### src/rtl/imm_const_table.sv
// imm_const_table
//
// Writable immediate-constant table for the fetch/decode stage. An
// instruction address is mapped to a table entry. The entry's stored bits
// are returned expanded to 32 bits according to its format tag (I, J, U or
// RAW). After reset the table clears itself with a sweep, and then accepts
// run-time writes and lookups.
//
// Ports:
//   clk, reset_n          clock; asynchronous active-low reset
//   wr_en/wr_idx/         write one entry per cycle (READY only)
//   wr_type/wr_data
//   lk_valid/lk_ready/    lookup request/accept handshake and address
//   lk_addr
//   rsp_valid/rsp_data/   one-cycle response strobe, expanded immediate,
//   rsp_type/rsp_err      entry tag, and unmapped/misaligned flag
//   err_count             saturating count of erroneous lookups
//   busy                  init sweep in progress
`timescale 1ns/1ps
module imm_const_table #(
    parameter logic [31:0] BASE_ADDR = 32'd40,
    parameter int          DEPTH     = 32,
    parameter int          IDX_W     = $clog2(DEPTH)
) (
    input  logic             clk,
    input  logic             reset_n,
    input  logic             wr_en,
    input  logic [IDX_W-1:0] wr_idx,
    input  logic [1:0]       wr_type,
    input  logic [31:0]      wr_data,
    input  logic             lk_valid,
    output logic             lk_ready,
    input  logic [31:0]      lk_addr,
    output logic             rsp_valid,
    output logic [31:0]      rsp_data,
    output logic [1:0]       rsp_type,
    output logic             rsp_err,
    output logic [7:0]       err_count,
    output logic             busy
);

    typedef enum logic {INIT, READY} state_t;

    typedef struct packed {
        logic [1:0]  typ;
        logic [31:0] data;
    } entry_t;

    localparam logic [1:0] TYPE_I   = 2'd0;
    localparam logic [1:0] TYPE_J   = 2'd1;
    localparam logic [1:0] TYPE_U   = 2'd2;
    localparam logic [1:0] TYPE_RAW = 2'd3;

    // One extra counter bit: the sweep spends one cycle at cnt == DEPTH after
    // the last entry is written, so READY begins DEPTH+1 edges after reset.
    localparam int CNT_W = IDX_W + 1;

    state_t           state, state_next;
    logic [CNT_W-1:0] cnt, cnt_next;
    entry_t           mem [DEPTH];

    logic             sweep_wr;
    logic             accept;
    logic [31:0]      diff;
    logic [IDX_W-1:0] lk_idx;
    logic             lk_err;
    entry_t           lk_entry;

    function automatic logic [31:0] expand(input logic [1:0] typ, input logic [31:0] v);
        logic [31:0] r;
        unique case (typ)
            TYPE_I:  r = {{20{v[11]}}, v[11:0]};
            TYPE_J:  r = {{11{v[20]}}, v[20:1], 1'b0};
            TYPE_U:  r = {v[19:0], 12'b0};
            default: r = v;
        endcase
        return r;
    endfunction

    // NOTE: sequential state is assigned with <= so every flop samples the
    // values from before the edge, regardless of statement order.
    always_ff @(posedge clk or negedge reset_n) begin
        if (!reset_n) begin
            state <= INIT;
            cnt   <= '0;
        end else begin
            state <= state_next;
            cnt   <= cnt_next;
        end
    end

    // NOTE: every output of this block gets a default first, so no path
    // leaves a signal unassigned and no latch is inferred.
    always_comb begin
        state_next = state;
        cnt_next   = cnt;
        busy       = 1'b0;
        lk_ready   = 1'b0;
        unique case (state)
            INIT: begin
                busy = 1'b1;
                if (cnt == CNT_W'(DEPTH)) begin
                    state_next = READY;
                end else begin
                    cnt_next = cnt + 1'b1;
                end
            end
            READY: begin
                lk_ready = 1'b1;
            end
            default: begin
                state_next = INIT;
            end
        endcase
    end

    assign sweep_wr = (state == INIT) && !cnt[IDX_W];

    // NOTE: the table array has no reset; the INIT sweep clears it, so the
    // storage can map onto plain RAM/flops without reset wiring.
    always_ff @(posedge clk) begin
        if (sweep_wr) begin
            mem[cnt[IDX_W-1:0]] <= {TYPE_RAW, 32'd0};
        end else if (lk_ready && wr_en) begin
            mem[wr_idx] <= {wr_type, wr_data};
        end
    end

    // Lookup decode. The read is taken combinationally before the edge, so a
    // write to the same entry in the same cycle is not seen (read-before-write).
    assign accept   = lk_valid && lk_ready;
    assign diff     = lk_addr - BASE_ADDR;
    assign lk_idx   = diff[IDX_W+1:2];
    assign lk_err   = (lk_addr < BASE_ADDR) || (lk_addr[1:0] != 2'b00) ||
                      (diff >= 32'(4 * DEPTH));
    assign lk_entry = mem[lk_idx];

    always_ff @(posedge clk or negedge reset_n) begin
        if (!reset_n) begin
            rsp_valid <= 1'b0;
            rsp_data  <= '0;
            rsp_type  <= '0;
            rsp_err   <= 1'b0;
            err_count <= '0;
        end else begin
            rsp_valid <= accept;
            // Response fields hold their last values between responses.
            if (accept) begin
                rsp_err <= lk_err;
                if (lk_err) begin
                    rsp_data <= '0;
                    rsp_type <= '0;
                end else begin
                    rsp_data <= expand(lk_entry.typ, lk_entry.data);
                    rsp_type <= lk_entry.typ;
                end
                if (lk_err && (err_count != 8'hFF)) begin
                    err_count <= err_count + 8'd1;
                end
            end
        end
    end

endmodule

### config.mk
export PLATFORM = sky130hd
export DESIGN_NAME = imm_const_table
export DESIGN_NICKNAME = d
export VERILOG_FILES = /design/src/rtl/imm_const_table.sv
export SDC_FILE = /design/constraint.sdc
export NUM_CORES = 1
export LEC_CHECK = 0
export BUFFER_PORTS_ARGS = -buffer_cell sky130_fd_sc_hd__buf_2
export CORE_MARGIN = 2
export CORE_UTILIZATION = 50
export DETAILED_ROUTE_END_ITERATION = 8
export PLACE_DENSITY = 0.64
export SLEW_MARGIN = 0
export SYNTH_ARGS = -nofsm -noshare
export SYNTH_HDL_FRONTEND = slang
export SYNTH_SLANG_ARGS = --single-unit
### constraint.sdc
create_clock -name clk -period 8.37 [get_ports clk]
set_input_delay 1.2555 -clock clk [delete_from_list [all_inputs] [get_ports clk]]
set_output_delay 1.2555 -clock clk [all_outputs]
set_load 0.05 [all_outputs]
==> results.sh <==
export IMPL_rows=109
export IMPL_layout_common_cells="edfxtp_1, mux4_2, nand2_1"
export IMPL_synth_ff_type="edfxtp_1"
export IMPL_cts_tree="done"
export IMPL_ctsLongestPathBuffers=3
export IMPL_synth_edf_count=1088
export IMPL_vdd_drop_max_mv=0.153
export IMPL_nFillCells=6416
export IMPL_vias_per_cell=6.39
export IMPL_ys_types=67
export IMPL_antenna_left=0
export IMPL_synth_nets=2156
export IMPL_gr_total_overflow=0
export IMPL_grt_max_degree=118
export IMPL_grt_use_total=0.254
export IMPL_boundaryPins=121
export IMPL_yosysTopAreaCell="edfxtp_1"
export IMPL_first_iter_violations=2782
export IMPL_ys_seq_area_frac=0.762
export IMPL_final_common_cell="edfxtp_1"
export IMPL_fmax_mhz=192
export IMPL_drc=0
export IMPL_area_growth_pct=13.3
export IMPL_netlist_instances=2077
export IMPL_root_buffer="clkbuf_16"
export IMPL_critPathArrivalTime_ns=5.78
export IMPL_finClkSkew_ns=0.0445
export IMPL_antenna_found_initial=3
export IMPL_slew_headroom=0.133
export IMPL_numCtsBuffers=112
export IMPL_cts_reportedPaths_clkPinSlew_ns=0.07
export IMPL_grt_pass1_wl_mm=164
export IMPL_insertion_delay_ns=0.68
export IMPL_wirelength_mm=115
export IMPL_power_per_cell_area_nw_per_um2=239
export IMPL_cts_num_sinks=1139
export IMPL_place_hpwl_mm=64.2
export IMPL_hold_buffers=0
export IMPL_start_util=0.504
export IMPL_end_kind="flip-flop"
export IMPL_dr_pass1_iters=5
export IMPL_critPathKind="input pin to flip-flop"
export IMPL_rsz0062_at_grt="false"
export IMPL_hold_viol=0
export IMPL_synthArstFlopShare=0.0448
export IMPL_die_x_um=303
export IMPL_die_y_um=303
export IMPL_avgSynthCellArea_sq_um=21.5
export IMPL_drv_cap=0
export IMPL_outcome="completed"
export IMPL_wl_per_cell_um=32.5
export IMPL_post_cts_buffers=0
export IMPL_required_ns=8.96
export IMPL_total_leakage_power_nw=17.7
export IMPL_finalNetCount=2344
export IMPL_post_route_period_util=0.621
export IMPL_io_buffers=120
export IMPL_synth_warnings=0
export IMPL_fin_setup_tns_ns=0
export IMPL_via_count=22600
export IMPL_worstSetupStartpointType="input pin"
export IMPL_grt_pass1_vias=22700
export IMPL_cts_resized=0
export IMPL_yosys_area_top_type_share=0.733
export IMPL_layout_min_cycle_time_ns=5.20
export IMPL_hp_class="flip-flop to flip-flop"
export IMPL_maxSlewViolCount=0
export IMPL_place_congestion=0.879
export IMPL_ys_seq_elements=1139
export IMPL_syn_cell_area_sq_um=44600
export IMPL_layout_drive_gt1_share=0.298
export IMPL_synthTopCellsByArea="edfxtp_1, mux4_2, dfrtp_1"
export IMPL_ctsHtreeMaxLevel=3
export IMPL_setup_viol_count_final=0
export IMPL_tightest_slew_ns=1.29
export IMPL_die_area_sq_um=91600
export IMPL_path_max_fanout=57
export IMPL_worst_hold_slack_ns=0.504
export IMPL_core_area_sq_um=88400
==> where the power goes <==
part | internal [mW] | switching [mW]
registers | 6.27 | 0.0169
clock network | 2.88 | 2.09
logic | 0.265 | 0.532
total | 9.42 | 2.64
==> critical path, cell delays in order <==
cell and delay (ns):
buf_8 0.35, clkinv_1 0.19, buf_4 0.26, ha_4 0.94, mux4_2 0.43, mux2i_1 0.15, mux2i_1 0.13, mux2_2 0.44
nor3_1 1.05, nor3_1 0.16, o31ai_1 0.30
==> registers in the layout, summed over array words and instances (netlist names) <==
signal	flops
cnt	6
err_count	8
mem	1088
rsp_data	32
rsp_err	1
rsp_type	2
rsp_valid	1
state	1
==> Yosys cell counts (19+ instances only) <==
| cell type | count |
|---|---|
| clkbuf_1 | 44 |
| nor2_1 | 55 |
| buf_4 | 19 |
| and3_1 | 45 |
| buf_2 | 30 |
| nand2_1 | 136 |
| mux2i_1 | 54 |
| nand3_1 | 27 |
| dfrtp_1 | 51 |
| edfxtp_1 | 1088 |
| o21ai_0 | 25 |
| mux4_2 | 299 |
==> final cells by class <==
cell class	instances	area, sq um	area share
flip-flops and latches	1139	33900	0.672
multi-input cells	821	10400	0.205
clock buffers	143	2990	0.0592
well taps	1165	1460	0.0289
repair buffers	179	1090	0.0215
clock inverters	65	626	0.0124
inverters	12	45.0	0.000892
diodes	4	10.0	0.000198
==> through the flow <==
stage	cell area, sq um	std cells	util	total power, mW	worst slack [ns]
3_3_place_gp	46900	3316	0.531	7.19	2.75
2_1_floorplan	44600	2077	-	6.90	3.61
3_5_place_dp	46900	3316	0.531	7.20	2.53
4_1_cts	50500	3524	0.572	12.1	3.25
6_report	50500	3528	0.572	12.1	3.17
5_1_grt	50500	3524	0.572	12.4	2.93
==> kinds of logic (layout without fill, tap and decap cells) <==
kind of cell | Yosys count | in the layout | synth area share
fa+ha+maj | 4 | 4 | 0.00112
other cells | 0 | 4 | 0
simple gates | 314 | 314 | 0.0333
xor+xnor | 17 | 17 | 0.00368
compound gates | 125 | 125 | 0.0222
flops | 1139 | 1139 | 0.762
mux | 361 | 361 | 0.165
buf+inv | 117 | 399 | 0.0130
==> routing by layer <==
layer  global-route usage  vias up  wire length [um]
met1                0.364    12200             45500
met5                    0        -                17
met4               0.0679        2              2510
li1                     -     9112                 -
met3               0.0418      152             10200
met2                0.412     1123             56600
==> final timing paths <==
kind	depth (start not counted)	slack, ns	from	endpoint
worst min register to register	1	0.50	err_count[4]	err_count[4]
worst max-delay path	11	3.17	lk_addr[3]	rsp_data[25]
worst min-delay path	1	0.50	err_count[4]	err_count[4]
max in group asynchronous	2	7.09	reset_n	state
worst max register to register	5	4.72	state	mem[16][29]
min in group asynchronous	2	0.72	reset_n	rsp_data[6]
Note: power is estimated with default switching activity, not from simulation.
